==> src/rtl/mem_port_arbiter_pkg.sv <==
// Shared types for the fetch/data memory port arbiter.
// Owner tags and lane helpers used by the FIFO and the top.
package mem_arb_pkg;

    typedef enum logic {
        OWNER_INSTR = 1'b0,
        OWNER_DATA  = 1'b1
    } owner_e;

    typedef struct packed {
        owner_e     owner;
        logic [1:0] lane;
    } owner_entry_t;

    localparam int MEM_BE_W = 16;
    localparam int WORD_W   = 32;

    function automatic logic [MEM_BE_W-1:0] lane_be(
        input logic [3:0] be,
        input logic [1:0] lane
    );
        return MEM_BE_W'(be) << {lane, 2'b00};
    endfunction

endpackage

==> src/rtl/mem_port_arbiter_if.sv <==
// Core fetch port, core data port and RAM port bundled together.
// slave = arbiter view, master = core/RAM environment view.
interface mem_port_arbiter_if #(
    parameter int ADDR_WIDTH        = 22,
    parameter int INSTR_RDATA_WIDTH = 128
);
    import mem_arb_pkg::*;

    logic                         instr_req_i;
    logic [ADDR_WIDTH-1:0]        instr_addr_i;
    logic                         instr_gnt_o;
    logic                         instr_rvalid_o;
    logic [INSTR_RDATA_WIDTH-1:0] instr_rdata_o;

    logic                         data_req_i;
    logic [ADDR_WIDTH-1:0]        data_addr_i;
    logic                         data_we_i;
    logic [3:0]                   data_be_i;
    logic [WORD_W-1:0]            data_wdata_i;
    logic                         data_gnt_o;
    logic                         data_rvalid_o;
    logic [WORD_W-1:0]            data_rdata_o;

    logic                         mem_req_o;
    logic [ADDR_WIDTH-1:0]        mem_addr_o;
    logic                         mem_we_o;
    logic [MEM_BE_W-1:0]          mem_be_o;
    logic [INSTR_RDATA_WIDTH-1:0] mem_wdata_o;
    logic                         mem_gnt_i;
    logic                         mem_rvalid_i;
    logic [INSTR_RDATA_WIDTH-1:0] mem_rdata_i;

    modport slave (
        input  instr_req_i, instr_addr_i,
        output instr_gnt_o, instr_rvalid_o, instr_rdata_o,
        input  data_req_i, data_addr_i, data_we_i,
        input  data_be_i, data_wdata_i,
        output data_gnt_o, data_rvalid_o, data_rdata_o,
        output mem_req_o, mem_addr_o, mem_we_o,
        output mem_be_o, mem_wdata_o,
        input  mem_gnt_i, mem_rvalid_i, mem_rdata_i
    );

    modport master (
        output instr_req_i, instr_addr_i,
        input  instr_gnt_o, instr_rvalid_o, instr_rdata_o,
        output data_req_i, data_addr_i, data_we_i,
        output data_be_i, data_wdata_i,
        input  data_gnt_o, data_rvalid_o, data_rdata_o,
        input  mem_req_o, mem_addr_o, mem_we_o,
        input  mem_be_o, mem_wdata_o,
        output mem_gnt_i, mem_rvalid_i, mem_rdata_i
    );

endinterface

==> src/rtl/mem_port_arbiter_owner_fifo.sv <==
// In-order owner FIFO: records who issued each outstanding request
// so every RAM response can be steered back to its port.
module mem_arb_owner_fifo
    import mem_arb_pkg::*;
#(
    parameter  int DEPTH = 2,
    localparam int CNT_W = $clog2(DEPTH + 1),
    localparam int PTR_W = (DEPTH > 1) ? $clog2(DEPTH) : 1
) (
    input  logic             clk_i,
    input  logic             rstn_i,
    input  logic             push_i,
    input  logic             pop_i,
    input  owner_entry_t     entry_i,
    output owner_entry_t     entry_o,
    output logic             full_o,
    output logic             empty_o,
    output logic [CNT_W-1:0] count_o
);

    owner_entry_t     mem_q [DEPTH];
    logic [PTR_W-1:0] wptr_q, wptr_d;
    logic [PTR_W-1:0] rptr_q, rptr_d;
    logic [CNT_W-1:0] count_q, count_d;
    logic             do_push, do_pop;

    function automatic logic [PTR_W-1:0] ptr_inc(input logic [PTR_W-1:0] p);
        return (p == PTR_W'(DEPTH - 1)) ? '0 : p + 1'b1;
    endfunction

    assign full_o  = (count_q == CNT_W'(DEPTH));
    assign empty_o = (count_q == '0);
    assign count_o = count_q;
    assign entry_o = mem_q[rptr_q];

    // a pop in the same cycle never makes room for a push
    assign do_push = push_i & ~full_o;
    assign do_pop  = pop_i & ~empty_o;

    always_comb begin
        wptr_d  = wptr_q;
        rptr_d  = rptr_q;
        count_d = count_q;
        if (do_push) wptr_d = ptr_inc(wptr_q);
        if (do_pop)  rptr_d = ptr_inc(rptr_q);
        if (do_push & ~do_pop)      count_d = count_q + 1'b1;
        else if (~do_push & do_pop) count_d = count_q - 1'b1;
    end

    always_ff @(posedge clk_i or negedge rstn_i) begin
        if (!rstn_i) begin
            wptr_q  <= '0;
            rptr_q  <= '0;
            count_q <= '0;
            for (int i = 0; i < DEPTH; i++) mem_q[i] <= '0;
        end else begin
            wptr_q  <= wptr_d;
            rptr_q  <= rptr_d;
            count_q <= count_d;
            if (do_push) mem_q[wptr_q] <= entry_i;
        end
    end

endmodule

==> src/rtl/mem_port_arbiter.sv <==
// Fetch/data arbiter onto one 128-bit single-port RAM, in-order responses.
// MEM_ARB_ROUND_ROBIN_EN: round-robin ties; otherwise DATA wins ties.
module mem_port_arbiter
    import mem_arb_pkg::*;
#(
    parameter  int ADDR_WIDTH        = 22,
    parameter  int INSTR_RDATA_WIDTH = 128,
    parameter  int MAX_OUTSTANDING   = 2,
    localparam int CNT_W             = $clog2(MAX_OUTSTANDING + 1)
) (
    input  logic clk_i,
    input  logic rstn_i,
    mem_port_arbiter_if.slave bus
);

    localparam logic [ADDR_WIDTH-1:0] LINE_MASK =
        {{(ADDR_WIDTH-4){1'b1}}, 4'b0000};

    logic                         slot_free;
    logic                         instr_elig, data_elig;
    logic                         tie_data, sel_data;
    logic                         gnt, pop;
    logic [ADDR_WIDTH-1:0]        sel_addr;
    logic [INSTR_RDATA_WIDTH-1:0] line;
    owner_entry_t                 push_entry, head;
    logic                         fifo_full, fifo_empty;
    logic [CNT_W-1:0]             fifo_count;

`ifdef MEM_ARB_ROUND_ROBIN_EN
    owner_e last_q, last_d;

    assign tie_data = (last_q == OWNER_INSTR);

    always_comb begin
        last_d = last_q;
        if (gnt) last_d = sel_data ? OWNER_DATA : OWNER_INSTR;
    end

    always_ff @(posedge clk_i or negedge rstn_i) begin
        if (!rstn_i) last_q <= OWNER_DATA;
        else         last_q <= last_d;
    end
`else
    assign tie_data = 1'b1;
`endif

    assign slot_free  = (fifo_count < CNT_W'(MAX_OUTSTANDING));
    assign instr_elig = bus.instr_req_i & slot_free;
    assign data_elig  = bus.data_req_i & slot_free;
    assign sel_data   = data_elig & (~instr_elig | tie_data);
    assign sel_addr   = sel_data ? bus.data_addr_i : bus.instr_addr_i;

    assign bus.mem_req_o   = instr_elig | data_elig;
    assign bus.mem_addr_o  = sel_addr & LINE_MASK;
    assign bus.mem_we_o    = sel_data & bus.data_we_i;
    assign bus.mem_be_o    = sel_data ?
        lane_be(bus.data_be_i, bus.data_addr_i[3:2]) : {MEM_BE_W{1'b1}};
    assign bus.mem_wdata_o = {4{bus.data_wdata_i}};

    assign gnt             = bus.mem_gnt_i & bus.mem_req_o;
    assign bus.instr_gnt_o = gnt & ~sel_data;
    assign bus.data_gnt_o  = gnt & sel_data;

    assign push_entry.owner = sel_data ? OWNER_DATA : OWNER_INSTR;
    assign push_entry.lane  = sel_addr[3:2];

    // responses with nothing outstanding are dropped here
    assign pop  = bus.mem_rvalid_i & ~fifo_empty;
    assign line = bus.mem_rdata_i;

    assign bus.instr_rvalid_o = pop & (head.owner == OWNER_INSTR);
    assign bus.instr_rdata_o  = line;
    assign bus.data_rvalid_o  = pop & (head.owner == OWNER_DATA);
    assign bus.data_rdata_o   = line[WORD_W*head.lane +: WORD_W];

    mem_arb_owner_fifo #(
        .DEPTH (MAX_OUTSTANDING)
    ) u_fifo (
        .clk_i   (clk_i),
        .rstn_i  (rstn_i),
        .push_i  (gnt & ~fifo_full),
        .pop_i   (pop),
        .entry_i (push_entry),
        .entry_o (head),
        .full_o  (fifo_full),
        .empty_o (fifo_empty),
        .count_o (fifo_count)
    );

endmodule
==> src/flat_wrapper.sv <==
// flat-port wrapper written by rule: the top's interface ports become plain ports
module mem_port_arbiter_flat import mem_arb_pkg::*;
#(
    parameter  int ADDR_WIDTH        = 22,
    parameter  int INSTR_RDATA_WIDTH = 128,
    parameter  int MAX_OUTSTANDING   = 2,
    localparam int CNT_W             = $clog2(MAX_OUTSTANDING + 1)
)
  (clk_i, rstn_i, bus_instr_req_i, bus_instr_addr_i, bus_instr_gnt_o, bus_instr_rvalid_o, bus_instr_rdata_o, bus_data_req_i, bus_data_addr_i, bus_data_we_i, bus_data_be_i, bus_data_wdata_i, bus_data_gnt_o, bus_data_rvalid_o, bus_data_rdata_o, bus_mem_req_o, bus_mem_addr_o, bus_mem_we_o, bus_mem_be_o, bus_mem_wdata_o, bus_mem_gnt_i, bus_mem_rvalid_i, bus_mem_rdata_i);
  mem_port_arbiter_if #(.ADDR_WIDTH(ADDR_WIDTH), .INSTR_RDATA_WIDTH(INSTR_RDATA_WIDTH)) bus_i ();
  input  logic clk_i;
  input  logic rstn_i;
  input wire logic [$bits(bus_i.instr_req_i)-1:0] bus_instr_req_i;
  input wire logic [$bits(bus_i.instr_addr_i)-1:0] bus_instr_addr_i;
  output wire logic [$bits(bus_i.instr_gnt_o)-1:0] bus_instr_gnt_o;
  output wire logic [$bits(bus_i.instr_rvalid_o)-1:0] bus_instr_rvalid_o;
  output wire logic [$bits(bus_i.instr_rdata_o)-1:0] bus_instr_rdata_o;
  input wire logic [$bits(bus_i.data_req_i)-1:0] bus_data_req_i;
  input wire logic [$bits(bus_i.data_addr_i)-1:0] bus_data_addr_i;
  input wire logic [$bits(bus_i.data_we_i)-1:0] bus_data_we_i;
  input wire logic [$bits(bus_i.data_be_i)-1:0] bus_data_be_i;
  input wire logic [$bits(bus_i.data_wdata_i)-1:0] bus_data_wdata_i;
  output wire logic [$bits(bus_i.data_gnt_o)-1:0] bus_data_gnt_o;
  output wire logic [$bits(bus_i.data_rvalid_o)-1:0] bus_data_rvalid_o;
  output wire logic [$bits(bus_i.data_rdata_o)-1:0] bus_data_rdata_o;
  output wire logic [$bits(bus_i.mem_req_o)-1:0] bus_mem_req_o;
  output wire logic [$bits(bus_i.mem_addr_o)-1:0] bus_mem_addr_o;
  output wire logic [$bits(bus_i.mem_we_o)-1:0] bus_mem_we_o;
  output wire logic [$bits(bus_i.mem_be_o)-1:0] bus_mem_be_o;
  output wire logic [$bits(bus_i.mem_wdata_o)-1:0] bus_mem_wdata_o;
  input wire logic [$bits(bus_i.mem_gnt_i)-1:0] bus_mem_gnt_i;
  input wire logic [$bits(bus_i.mem_rvalid_i)-1:0] bus_mem_rvalid_i;
  input wire logic [$bits(bus_i.mem_rdata_i)-1:0] bus_mem_rdata_i;
  assign bus_i.instr_req_i = bus_instr_req_i;
  assign bus_i.instr_addr_i = bus_instr_addr_i;
  assign bus_instr_gnt_o = bus_i.instr_gnt_o;
  assign bus_instr_rvalid_o = bus_i.instr_rvalid_o;
  assign bus_instr_rdata_o = bus_i.instr_rdata_o;
  assign bus_i.data_req_i = bus_data_req_i;
  assign bus_i.data_addr_i = bus_data_addr_i;
  assign bus_i.data_we_i = bus_data_we_i;
  assign bus_i.data_be_i = bus_data_be_i;
  assign bus_i.data_wdata_i = bus_data_wdata_i;
  assign bus_data_gnt_o = bus_i.data_gnt_o;
  assign bus_data_rvalid_o = bus_i.data_rvalid_o;
  assign bus_data_rdata_o = bus_i.data_rdata_o;
  assign bus_mem_req_o = bus_i.mem_req_o;
  assign bus_mem_addr_o = bus_i.mem_addr_o;
  assign bus_mem_we_o = bus_i.mem_we_o;
  assign bus_mem_be_o = bus_i.mem_be_o;
  assign bus_mem_wdata_o = bus_i.mem_wdata_o;
  assign bus_i.mem_gnt_i = bus_mem_gnt_i;
  assign bus_i.mem_rvalid_i = bus_mem_rvalid_i;
  assign bus_i.mem_rdata_i = bus_mem_rdata_i;
  mem_port_arbiter #(.ADDR_WIDTH(ADDR_WIDTH), .INSTR_RDATA_WIDTH(INSTR_RDATA_WIDTH), .MAX_OUTSTANDING(MAX_OUTSTANDING)) u_core (.clk_i(clk_i), .rstn_i(rstn_i), .bus(bus_i));
endmodule
==> config.mk <==
export PLATFORM = sky130hd
export DESIGN_NAME = mem_port_arbiter_flat
export DESIGN_NICKNAME = d
export VERILOG_FILES = /design/src/rtl/mem_port_arbiter_pkg.sv /design/src/rtl/mem_port_arbiter_if.sv /design/src/rtl/mem_port_arbiter_owner_fifo.sv /design/src/rtl/mem_port_arbiter.sv /design/src/flat_wrapper.sv
export SDC_FILE = /design/constraint.sdc
export NUM_CORES = 1
export LEC_CHECK = 0
export ABC_AREA = 1
export BUFFER_PORTS_ARGS = -buffer_cell sky130_fd_sc_hd__buf_2
export CORE_AREA = 2 2 213 215
export DETAILED_ROUTE_END_ITERATION = 10
export DIE_AREA = 0 0 215 217
export HOLD_SLACK_MARGIN = 0.15
export PLACE_DENSITY_LB_ADDON = 0.1
export SYNTH_ARGS = -nofsm -noshare
export SYNTH_HDL_FRONTEND = slang
export SYNTH_SLANG_ARGS = --single-unit
==> constraint.sdc <==
create_clock -name clk_i -period 2.2 [get_ports clk_i]
set_input_delay 0.66 -clock clk_i [delete_from_list [all_inputs] [get_ports clk_i]]
set_output_delay 0.66 -clock clk_i [all_outputs]
set_load 0.05 [all_outputs]
==> flow_metrics.py <==
metrics = {
    "finish": {
        "multi_input_comb_area_sq_mm": 0.002490,
        "final-instance-count-excl-fill": 1537,
        "final_layout_size_suffix_gt1_share_pct": 64.46,
        "regArea_sq_um": 251.5,
        "finalNetCount": 1154,
        "area.growth.synth_to_final_pct": 62.66,
        "diodes": 0,
        "fillerInstances": 5225,
        "finish.instance_area_sq_mm": 0.007408,
    },
    "timing": {
        "max_freq_mhz": 426.1,
        "setup_viol": 32,
        "worstMarginPinSlew_ns": 0.5095,
        "relSlewSlack_pct": 65.67,
        "final_period_util_pct": 106.7,
        "final-max-slew-violation-count": 0,
        "post-route-min-period_ns": 2.347,
        "finalWorstSetupSlack_ns": -0.1467,
        "rsz_0062_raised_after_global_routing": "yes",
        "fin_worst_skew_ns": 0.001015,
        "timing_hold_violations_final": 0,
        "hold_slack_ns": 0.2857,
    },
    "placed_design": {
        "buffer_ports.inserted": 378,
        "number_of_cells_after_detailed_placement": 1506,
        "post-dp-hpwl_um": 17730,
        "finalWeightedCongestion": 0.7277,
        "postPlaceCellArea_sq_mm": 0.005734,
    },
    "detailed_routing": {
        "detailroute.via_count": 5027,
        "detail_route.wl_per_cell_um": 15.04,
        "post_detailed_routing_wire_length_um": 23120,
        "drtAntennaViolNets": 0,
        "drt_first_pass_iters": 4,
        "remaining_drc_errors": 0,
        "vias_per_std_cell": 3.271,
        "drt-initial-drc-count": 169,
    },
    "outcome": {
        "run_status": "finished, violations left",
        "violations": "negative setup slack",
    },
    "synthesis": {
        "syn-cell-area_sq_mm": 0.004554,
        "seq_area_frac_synth_pct": 5.495,
        "post_synth_inst_count": 769,
        "ys_types": 27,
        "synth_warnings": 0,
        "seq_cells_post_synth": 10,
        "postSynthAreaPerCell_sq_um": 5.922,
    },
    "floorplan": {
        "core_area_sq_mm": 0.04470,
        "die_x_um": 215,
        "rows": 78,
        "design.portCount": 547,
        "design.die.area_sq_mm": 0.04666,
        "initial_core_util_pct": 10.19,
        "dieHeight_um": 217,
    },
    "power": {
        "p_leak_nw": 4.024,
        "power.density_mw_per_mm2": 1725,
        "p_total_mw": 12.78,
        "power.ir.vdd_worst_mv": 0.6430,
    },
    "clock_tree": {
        "number_of_buffers_between_clock_root_and_the_deepest_sink": 2,
        "worst_skew_pair.late_latency_ns": 0.23,
        "tritoncts_num_sinks": 10,
        "clock_input_transition_at_the_sequential_cells_of_the_worst_setup_and_hold_paths_ns": 0.04,
        "cts_hold_repair.buffers": 0,
        "ctsRootBufferMaster": "sky130_fd_sc_hd__clkbuf_16",
        "cts-htree-levels": 1,
        "clock_tree_from_tritoncts": "built",
        "cts_buffers": 3,
    },
    "worst_setup_path": {
        "setup.worst_path.class": "reg2out",
        "cp_data_required_time_ns": 1.54,
        "end_kind": "output pin",
        "cp_max_fo": 5,
        "startpoint_type": "register",
        "timing.critical_path.arrival_ns": 1.69,
    },
    "global_routing": {
        "global_route.usage.total_pct": 9.216,
        "grt_start_max_net_pins": 24,
        "grt_first_pass_wirelength_um": 32260,
        "global_route.overflow_total": 0,
        "grt_antenna_before_repair": 1,
        "grt_pass1_vias": 5030,
    },
    "worst_hold_path": {
        "worst_hold_path_type": "in2async",
    },
    "job": {
        "max_cap_viol_count": 0,
    },
}
## cells in the mapped netlist, drive strengths merged
library cell / n / share of area [%]
nor3: 1 / 0.22
xor2: 2 / 0.38
nand3b: 32 / 5.3
conb: 1 / 0.082
ha: 1 / 0.27
nor2b: 1 / 0.14
or2: 1 / 0.14
nand4: 2 / 0.27
dfrtp: 10 / 5.5
nor2: 5 / 0.41
xnor2: 1 / 0.19
nand3: 105 / 12
buf: 292 / 48
o21ai: 20 / 2.4
nand2: 185 / 16
inv: 110 / 9.1
## report_power, final
group	total [mW]	leakage, nW	switching, mW	internal, mW
Combinational	12.0	3.86	7.13	4.89
Clock	0.358	0.0442	0.0844	0.273
Sequential	0.393	0.121	0.115	0.278
## sequential cells by signal, indices dropped and copies added, names as in the netlist
register and flops:
u_core.u_fifo.mem_q 6, u_core.u_fifo.count_o 2, u_core.u_fifo.rptr_q 1, u_core.u_fifo.wptr_q 1
## cell usage in the layout, fill, tap and decap left out, types with 8 or more instances in the layout
master	instances
sky130_fd_sc_hd__nand3_2	38
sky130_fd_sc_hd__buf_12	24
sky130_fd_sc_hd__buf_2	317
sky130_fd_sc_hd__nand2_1	116
sky130_fd_sc_hd__nand3_1	53
sky130_fd_sc_hd__buf_4	55
sky130_fd_sc_hd__buf_6	8
sky130_fd_sc_hd__nand3_4	14
sky130_fd_sc_hd__inv_1	106
sky130_fd_sc_hd__buf_8	33
sky130_fd_sc_hd__o21ai_4	10
sky130_fd_sc_hd__nand2_4	19
sky130_fd_sc_hd__dfrtp_1	9
sky130_fd_sc_hd__nand2_2	47
sky130_fd_sc_hd__buf_16	10
sky130_fd_sc_hd__nand3b_1	32
## stage by stage
stage / worst slack [ns] / TNS [ns] / util, %
after floorplan: -0.03662 / -0.1826 / -
after global placement: -0.08930 / -1.456 / 12.83
after detailed placement: -0.07282 / -1.271 / 12.83
after CTS: -0.1942 / -4.761 / 15.11
after global routing: -0.2330 / -6.535 / 16.57
final: -0.1467 / -3.679 / 16.57
## cell families after synthesis
family / share of synthesized area, %
buffers and inverters: 57.23
AND/OR/NAND/NOR: 33.90
AO/OA/AOI/OAI: 2.445
flip-flops: 5.495
XOR/XNOR: 0.5770
adder cells (fa/ha/maj): 0.2747
other: 0.08234
## final cells by class
| cell class | instances | area share (%) |
|---|---|---|
| repair buffers | 453 | 45.94 |
| inverters | 110 | 5.725 |
| well taps | 600 | 10.13 |
| clock buffers | 4 | 1.199 |
| multi-input cells | 360 | 33.61 |
| flip-flops and latches | 10 | 3.395 |
## worst paths after layout
path	startpoint	to	slack [ns]	cells after the start
max	u_core.u_fifo.rptr_q	bus_data_rdata_o[18]	-0.15	9
min	rstn_i	u_core.u_fifo.count_o[0]	0.29	1
max reg2reg	u_core.u_fifo.count_o[1]	u_core.u_fifo.count_o[1]	0.45	6
min reg2reg	u_core.u_fifo.mem_q[5]	u_core.u_fifo.mem_q[5]	0.47	2
max in group asynchronous	rstn_i	u_core.u_fifo.rptr_q	1.70	1
min in group clk_i	u_core.u_fifo.mem_q[5]	u_core.u_fifo.mem_q[5]	0.47	2
## routing by layer
layer	share of wire, %	vias up	GRT usage, %
met2	50	324	17.12
met4	2.3	2	2.667
met1	39	2227	10.53
li1	-	2429	-
met3	8.5	45	2.027
met5	0.030	-	0
## repair_timing
item / in CTS / in global routing
resized for setup: 166 / 140
pin swaps: 24 / 49
setup endpoints to repair: 52 / 56
hold endpoints to repair: 0 / 0
cloned: 10 / 1
buffers inserted: 9 / 7
## worst max-delay path: stages, from the launching register on
cell and delay [ns]:
sky130_fd_sc_hd__dfrtp_2 0.45, sky130_fd_sc_hd__buf_6 0.14, sky130_fd_sc_hd__nand2_8 0.09, sky130_fd_sc_hd__nand2_8 0.08, sky130_fd_sc_hd__buf_8 0.15, sky130_fd_sc_hd__buf_16 0.15
sky130_fd_sc_hd__nand2_2 0.08, sky130_fd_sc_hd__nand3_4 0.08, sky130_fd_sc_hd__nand2_4 0.09, sky130_fd_sc_hd__buf_12 0.13
No activity file was read; power rests on OpenSTA's default activity.
